### src/rtl/fetch_pkg.sv
// Shared definitions for the instruction fetch sequencer: state encodings,
// IP mux select codes and default address/instruction widths.
package fetch_pkg;

  localparam int DEFAULT_AW = 8;
  localparam int DEFAULT_IW = 16;

  typedef enum logic [1:0] {
    ST_IDLE  = 2'b00,
    ST_FETCH = 2'b01,
    ST_ISSUE = 2'b10
  } fetch_state_t;

  localparam logic IP_SEL_INC  = 1'b0;
  localparam logic IP_SEL_LOAD = 1'b1;

endpackage

### src/rtl/ip_fetch_ctrl.sv
// Fetch sequencer for the instruction-pointer register. Issues one memory
// read per IP value, hands the word to decode over valid/ready, and redirects
// the IP on jumps. The IP register itself lives in the parent.
// Optional interrupt entry/return support is enabled with FETCH_IRQ_EN.
module ip_fetch_ctrl
  import fetch_pkg::*;
#(
  parameter int AW = DEFAULT_AW,
  parameter int IW = DEFAULT_IW
`ifdef FETCH_IRQ_EN
  ,
  parameter logic [AW-1:0] IRQ_VECTOR = AW'(8'hF0)
`endif
) (
  input  logic          clk,
  input  logic          rst,
  input  logic          start,
  input  logic          halt,
  input  logic [AW-1:0] ip_q,
  output logic          ip_en,
  output logic          ip_sel,
  output logic [AW-1:0] ip_d,
  output logic          mem_req,
  output logic [AW-1:0] mem_addr,
  input  logic          mem_ack,
  input  logic [IW-1:0] mem_rdata,
  output logic          instr_valid,
  output logic [IW-1:0] instr_data,
  output logic [AW-1:0] instr_addr,
  input  logic          instr_ready,
  input  logic          jmp_valid,
  input  logic [AW-1:0] jmp_target
`ifdef FETCH_IRQ_EN
  ,
  input  logic          irq,
  input  logic          iret,
  output logic          irq_ack,
  output logic [AW-1:0] ret_ip
`endif
);

  fetch_state_t  state_q, state_d;
  logic          jmp_pend_q, jmp_pend_d;
  logic [AW-1:0] jmp_tgt_q, jmp_tgt_d;
  logic [IW-1:0] buf_data_q;
  logic [AW-1:0] buf_addr_q;
  logic          capture;
  logic          redir_now;
  logic [AW-1:0] redir_tgt;
  logic [AW-1:0] pend_tgt;

`ifdef FETCH_IRQ_EN
  logic          in_isr_q;
  logic          irq_ack_q;
  logic [AW-1:0] ret_ip_q;
  logic          take_irq;
  logic          iret_taken;
`endif

  // Merge every source of IP redirection into one request; jumps outrank iret
  always_comb begin
    redir_now = jmp_valid;
    redir_tgt = jmp_target;
`ifdef FETCH_IRQ_EN
    iret_taken = 1'b0;
    if (!jmp_valid && iret) begin
      redir_now  = 1'b1;
      redir_tgt  = ret_ip_q;
      iret_taken = 1'b1;
    end
`endif
    pend_tgt = redir_now ? redir_tgt : jmp_tgt_q;
  end

  // Next-state and IP register control; the IP controls must act in the same cycle
  always_comb begin
    state_d    = state_q;
    jmp_pend_d = jmp_pend_q;
    jmp_tgt_d  = jmp_tgt_q;
    capture    = 1'b0;
    ip_en      = 1'b0;
    ip_sel     = IP_SEL_INC;
    ip_d       = '0;
`ifdef FETCH_IRQ_EN
    take_irq   = 1'b0;
`endif
    case (state_q)
      ST_IDLE: begin
        if (redir_now) begin
          ip_en  = 1'b1;
          ip_sel = IP_SEL_LOAD;
          ip_d   = redir_tgt;
        end else if (start && !halt) begin
          state_d = ST_FETCH;
        end
      end
      ST_FETCH: begin
        if (mem_ack) begin
          if (redir_now || jmp_pend_q) begin
            ip_en      = 1'b1;
            ip_sel     = IP_SEL_LOAD;
            ip_d       = pend_tgt;
            jmp_pend_d = 1'b0;
          end else begin
            capture = 1'b1;
            state_d = ST_ISSUE;
          end
        end else if (redir_now) begin
          jmp_pend_d = 1'b1;
          jmp_tgt_d  = redir_tgt;
        end
      end
      ST_ISSUE: begin
        if (redir_now) begin
          ip_en   = 1'b1;
          ip_sel  = IP_SEL_LOAD;
          ip_d    = redir_tgt;
          state_d = halt ? ST_IDLE : ST_FETCH;
        end else if (instr_ready) begin
          ip_en   = 1'b1;
          ip_sel  = IP_SEL_INC;
`ifdef FETCH_IRQ_EN
          if (irq && !in_isr_q) begin
            ip_sel   = IP_SEL_LOAD;
            ip_d     = IRQ_VECTOR;
            take_irq = 1'b1;
          end
`endif
          state_d = halt ? ST_IDLE : ST_FETCH;
        end
      end
      default: state_d = ST_IDLE;
    endcase
  end

  // Sequencer state, pending jump and the one-entry instruction buffer
  always_ff @(posedge clk or posedge rst) begin
    if (rst) begin
      state_q    <= ST_IDLE;
      jmp_pend_q <= 1'b0;
      jmp_tgt_q  <= '0;
      buf_data_q <= '0;
      buf_addr_q <= '0;
    end else begin
      state_q    <= state_d;
      jmp_pend_q <= jmp_pend_d;
      jmp_tgt_q  <= jmp_tgt_d;
      if (capture) begin
        buf_data_q <= mem_rdata;
        buf_addr_q <= ip_q;
      end
    end
  end

`ifdef FETCH_IRQ_EN
  // Interrupt bookkeeping: return address, in-service flag and entry pulse
  always_ff @(posedge clk or posedge rst) begin
    if (rst) begin
      in_isr_q  <= 1'b0;
      irq_ack_q <= 1'b0;
      ret_ip_q  <= '0;
    end else begin
      irq_ack_q <= take_irq;
      if (take_irq) begin
        in_isr_q <= 1'b1;
        ret_ip_q <= ip_q + AW'(1);
      end else if (iret_taken) begin
        in_isr_q <= 1'b0;
      end
    end
  end

  assign irq_ack = irq_ack_q;
  assign ret_ip  = ret_ip_q;
`endif

  assign mem_req     = (state_q == ST_FETCH);
  assign mem_addr    = mem_req ? ip_q : '0;
  assign instr_valid = (state_q == ST_ISSUE) && !redir_now;
  assign instr_data  = buf_data_q;
  assign instr_addr  = buf_addr_q;

endmodule

### config.mk
export PLATFORM = sky130hd
export DESIGN_NAME = ip_fetch_ctrl
export DESIGN_NICKNAME = d
export VERILOG_FILES = /design/src/rtl/fetch_pkg.sv /design/src/rtl/ip_fetch_ctrl.sv
export SDC_FILE = /design/constraint.sdc
export NUM_CORES = 1
export LEC_CHECK = 0
export ABC_AREA = 1
export BUFFER_PORTS_ARGS = -buffer_cell sky130_fd_sc_hd__buf_4
export CAP_MARGIN = 10
export CORE_MARGIN = 1
export CORE_UTILIZATION = 30
export DETAILED_ROUTE_END_ITERATION = 8
export GPL_ROUTABILITY_DRIVEN = 0
export PLACE_DENSITY = 0.63
export SYNTH_ARGS = -nofsm -noshare
export SYNTH_HDL_FRONTEND = slang
export SYNTH_SLANG_ARGS = --single-unit
### constraint.sdc
create_clock -name clk -period 3.31 [get_ports clk]
set_clock_uncertainty 0.1 [all_clocks]
set_input_delay 0.1655 -clock clk [delete_from_list [all_inputs] [get_ports clk]]
set_output_delay 0.1655 -clock clk [all_outputs]
set_load 0.01 [all_outputs]
==> results.md <==
* CTS tree: yes
* Buffer levels on the longest clock path at 2
* # nets final at 327
* Reg-to-reg endpoint: instr_data[6]
* Die height at just under 80 microns
* Crit path capture type: output pin
* Ys Warns at 0
* Post-CTS sizing at 0
* Net Sw Frac at 37.6%
* Int Power at 0.00121 W
* Maximum VDD drop at 0.441 mV
* Fin Setup TNS at 0 ns
* Cell Area, Synth at ~0.0017 sq mm
* Final WL at 4.01 mm
* Layout area overhead at 42.0%
* Max Fclk at 499 MHz
* WL/cell at between 10 and 15 microns
* Combinational share of power at 46.1%
* Synthesized instance count at 207
* Hold path startpoint: mem_rdata[3]
* Mapped Nets at approximately 250
* Global-route wire length before repair at 6.91 mm
* Vias at around 1,500
* Critical setup path kind: flip-flop to output pin
* Row cnt at 27
* # fillers at 572
* Fin. Hold Viols at 0
* H-tree levels at 2
* Post-DP HPWL at 3.02 mm
* WP buf/inv at 2
* Hold EP: instr_data[3]
* Clock share of power at 15.8%
* Final setup violation count at 0
* Total track usage at 14.5%
* Slowest-stage cell, CP: dfrtp_1
* Antenna Violating Nets Remaining at 0
* Highest-count cells in the layout ignoring fill and taps: buf_4 (83), nand2_1 (46), inv_1 (35), dfrtp_1 (35), o21ai_0 (31)
* Router iterations before antenna repair at 4
* HP Class: input port to flip-flop
* Die width at 78.1 microns
* CTS buffer count at 5
* Worst r2r path cells at 4
* Crit-path max cell delay at 0.54 ns
* CTS root buf: clkbuf_8
* Hold-fix buffer count after cts at 1
* Part of the power in registers at 38.1%
* Share of cells above drive strength 1 at a little over a third
* Relative slew slack at about 66%
* Vias in the first global route at 1,472
* Worst Hold Depth at 3
* DR vias/cell at 4.28
* Initial core utilization at 31.3%
* # DRC at 0
* Worst path required time at 3.04 ns
* Area of the multi-input gates at 632 sq um
* Register Area at 876 sq um
* Post-CTS Setup Inserts at 0
* Initial antenna violation count at 0
* Diode count at 0
* Skew-Pair Late Insertion Delay at 0.27 ns
* Worst Path Arrival at 1.74 ns
* Slew Limit Fails at 0
* P_sw at 0.000734 W
* Status: complete, no violations
* Clk sink count at 35
* Worst hold slack at 0.0261 ns
* Delay-heaviest family, CP: flip-flops
* IO Pins at 83
* Synth Register Bits at 35
* Initial drt markers at 100
* Post-synthesis sequential area ratio at 50.4%
* Die area at 0.00610 sq mm
* RSZ-0062 raised after global routing: false
* P_leak at ~1.3 nW
* PD cells at 790 mW/mm^2
* Max_cap viols at 0
* CP Launch Type: flip-flop
* Commonest non-fill, non-tap cell in the layout: buf_4
* Register-to-register path setup slack at 1.44 ns
* Cell Chain, Critical Path: inv_2 > nor2_8 > nand3_1 > o22ai_1 > buf_4
* Worst Max-Slew Pin Slew at 0.509 ns
* Largest net degree at the start of global routing at 50
* Post-layout min period at 2.01 ns
* Syn Area/Cell at 8.39 sq um
* Total grt overflow at 0
* IO Port Bufs at 82
* RR Startpoint: state_q[0]
* Yosys cell types at 24
* Core Area at between 0.005 and 0.006 sq mm
* Final Cycle Share at 60.6%
* Clock-pin slew on the worst setup and hold paths at roughly 0.07 ns
* Max FO, Critical Path at 11
[synth_stat cells (all sizes together)]
| cell type | n | share of area [%] |
|---|---|---|
| nand2 | 48 | 11 |
| o21ai | 43 | 14 |
| inv | 38 | 8.5 |
| dfrtp | 35 | 50 |
| nor2 | 13 | 4.2 |
| buf | 7 | 4.0 |
| nand3 | 6 | 2.4 |
| nand4 | 6 | 2.2 |
| a21boi | 3 | 1.3 |
| clkbuf | 3 | 0.72 |
| o22ai | 3 | 1.1 |
| a21oi | 2 | 0.58 |
[sequential cells by signal (all words and copies together) (netlist names)]
signal and count:
instr_data 16, instr_addr 8, jmp_tgt_q 8, state_q 2, jmp_pend_q 1
[cell families after synthesis]
kind of cell	synth area share [%]
simple gates	19.7
compound gates	16.6
buf+inv	13.2
flops	50.4
[routing by layer]
metal  track usage (%)  up-vias  routed length, microns
met5                 0        -                       0
met4              5.00        0                      51
met3              4.07        5                     189
met2              23.4       39                    1960
met1              18.5      688                    1800
li1                  -      809                       -
[power by group through the flow]
stage               Sequential [W]  Clock (W)  Combinational (W)
finish                    0.000743   0.000307           0.000898
global route              0.000770   0.000346            0.00100
CTS                       0.000744   0.000319           0.000916
detailed placement        0.000750          0           0.000912
global placement          0.000745          0           0.000900
floorplan                 0.000788          0           0.000455
[metrics by stage]
stage	std cells	utilization, %	setup slack [ns]	power [W]	instance area [sq um]
finish	360	44.5	1.30	0.00195	2470
global route	360	44.5	1.10	0.00212	2470
CTS	360	44.5	1.27	0.00198	2470
detailed placement	352	42.8	1.42	0.00166	2370
global placement	352	42.8	1.51	0.00164	2370
floorplan	207	-	1.94	0.00124	1740
[worst max path at each step]
| stage | from | to | slack, ns | depth (start not counted) |
|---|---|---|---|---|
| after CTS | state_q[0] | ip_d[1] | 1.27 | 5 |
| after detailed placement | state_q[0] | instr_data[6] | 1.42 | 4 |
| after global placement | state_q[0] | instr_addr[6] | 1.51 | 5 |
| final | state_q[0] | ip_d[2] | 1.30 | 5 |
| after global routing | state_q[0] | ip_d[0] | 1.10 | 5 |
| after floorplan | state_q[1] | instr_addr[7] | 1.94 | 6 |
[worst register-to-register path, delay by kind of cell (launching register included)]
family / cells / cell delay, ns
simple gates: 2 / 0.61
compound gates: 1 / 0.38
flops: 1 / 0.54
buf+inv: 1 / 0.14
[area by class of cell]
class                           count  share of cell area [%]
Clock inverter                      1                   0.203
Timing Repair Buffer               84                    25.7
Inverter                           38                    5.99
Clock buffer                        6                    3.35
Sequential cell                    35                    35.5
Multi-Input combinational cell    124                    25.6
Tap cell                           72                    3.65
Note: power is estimated with default switching activity, not from simulation.
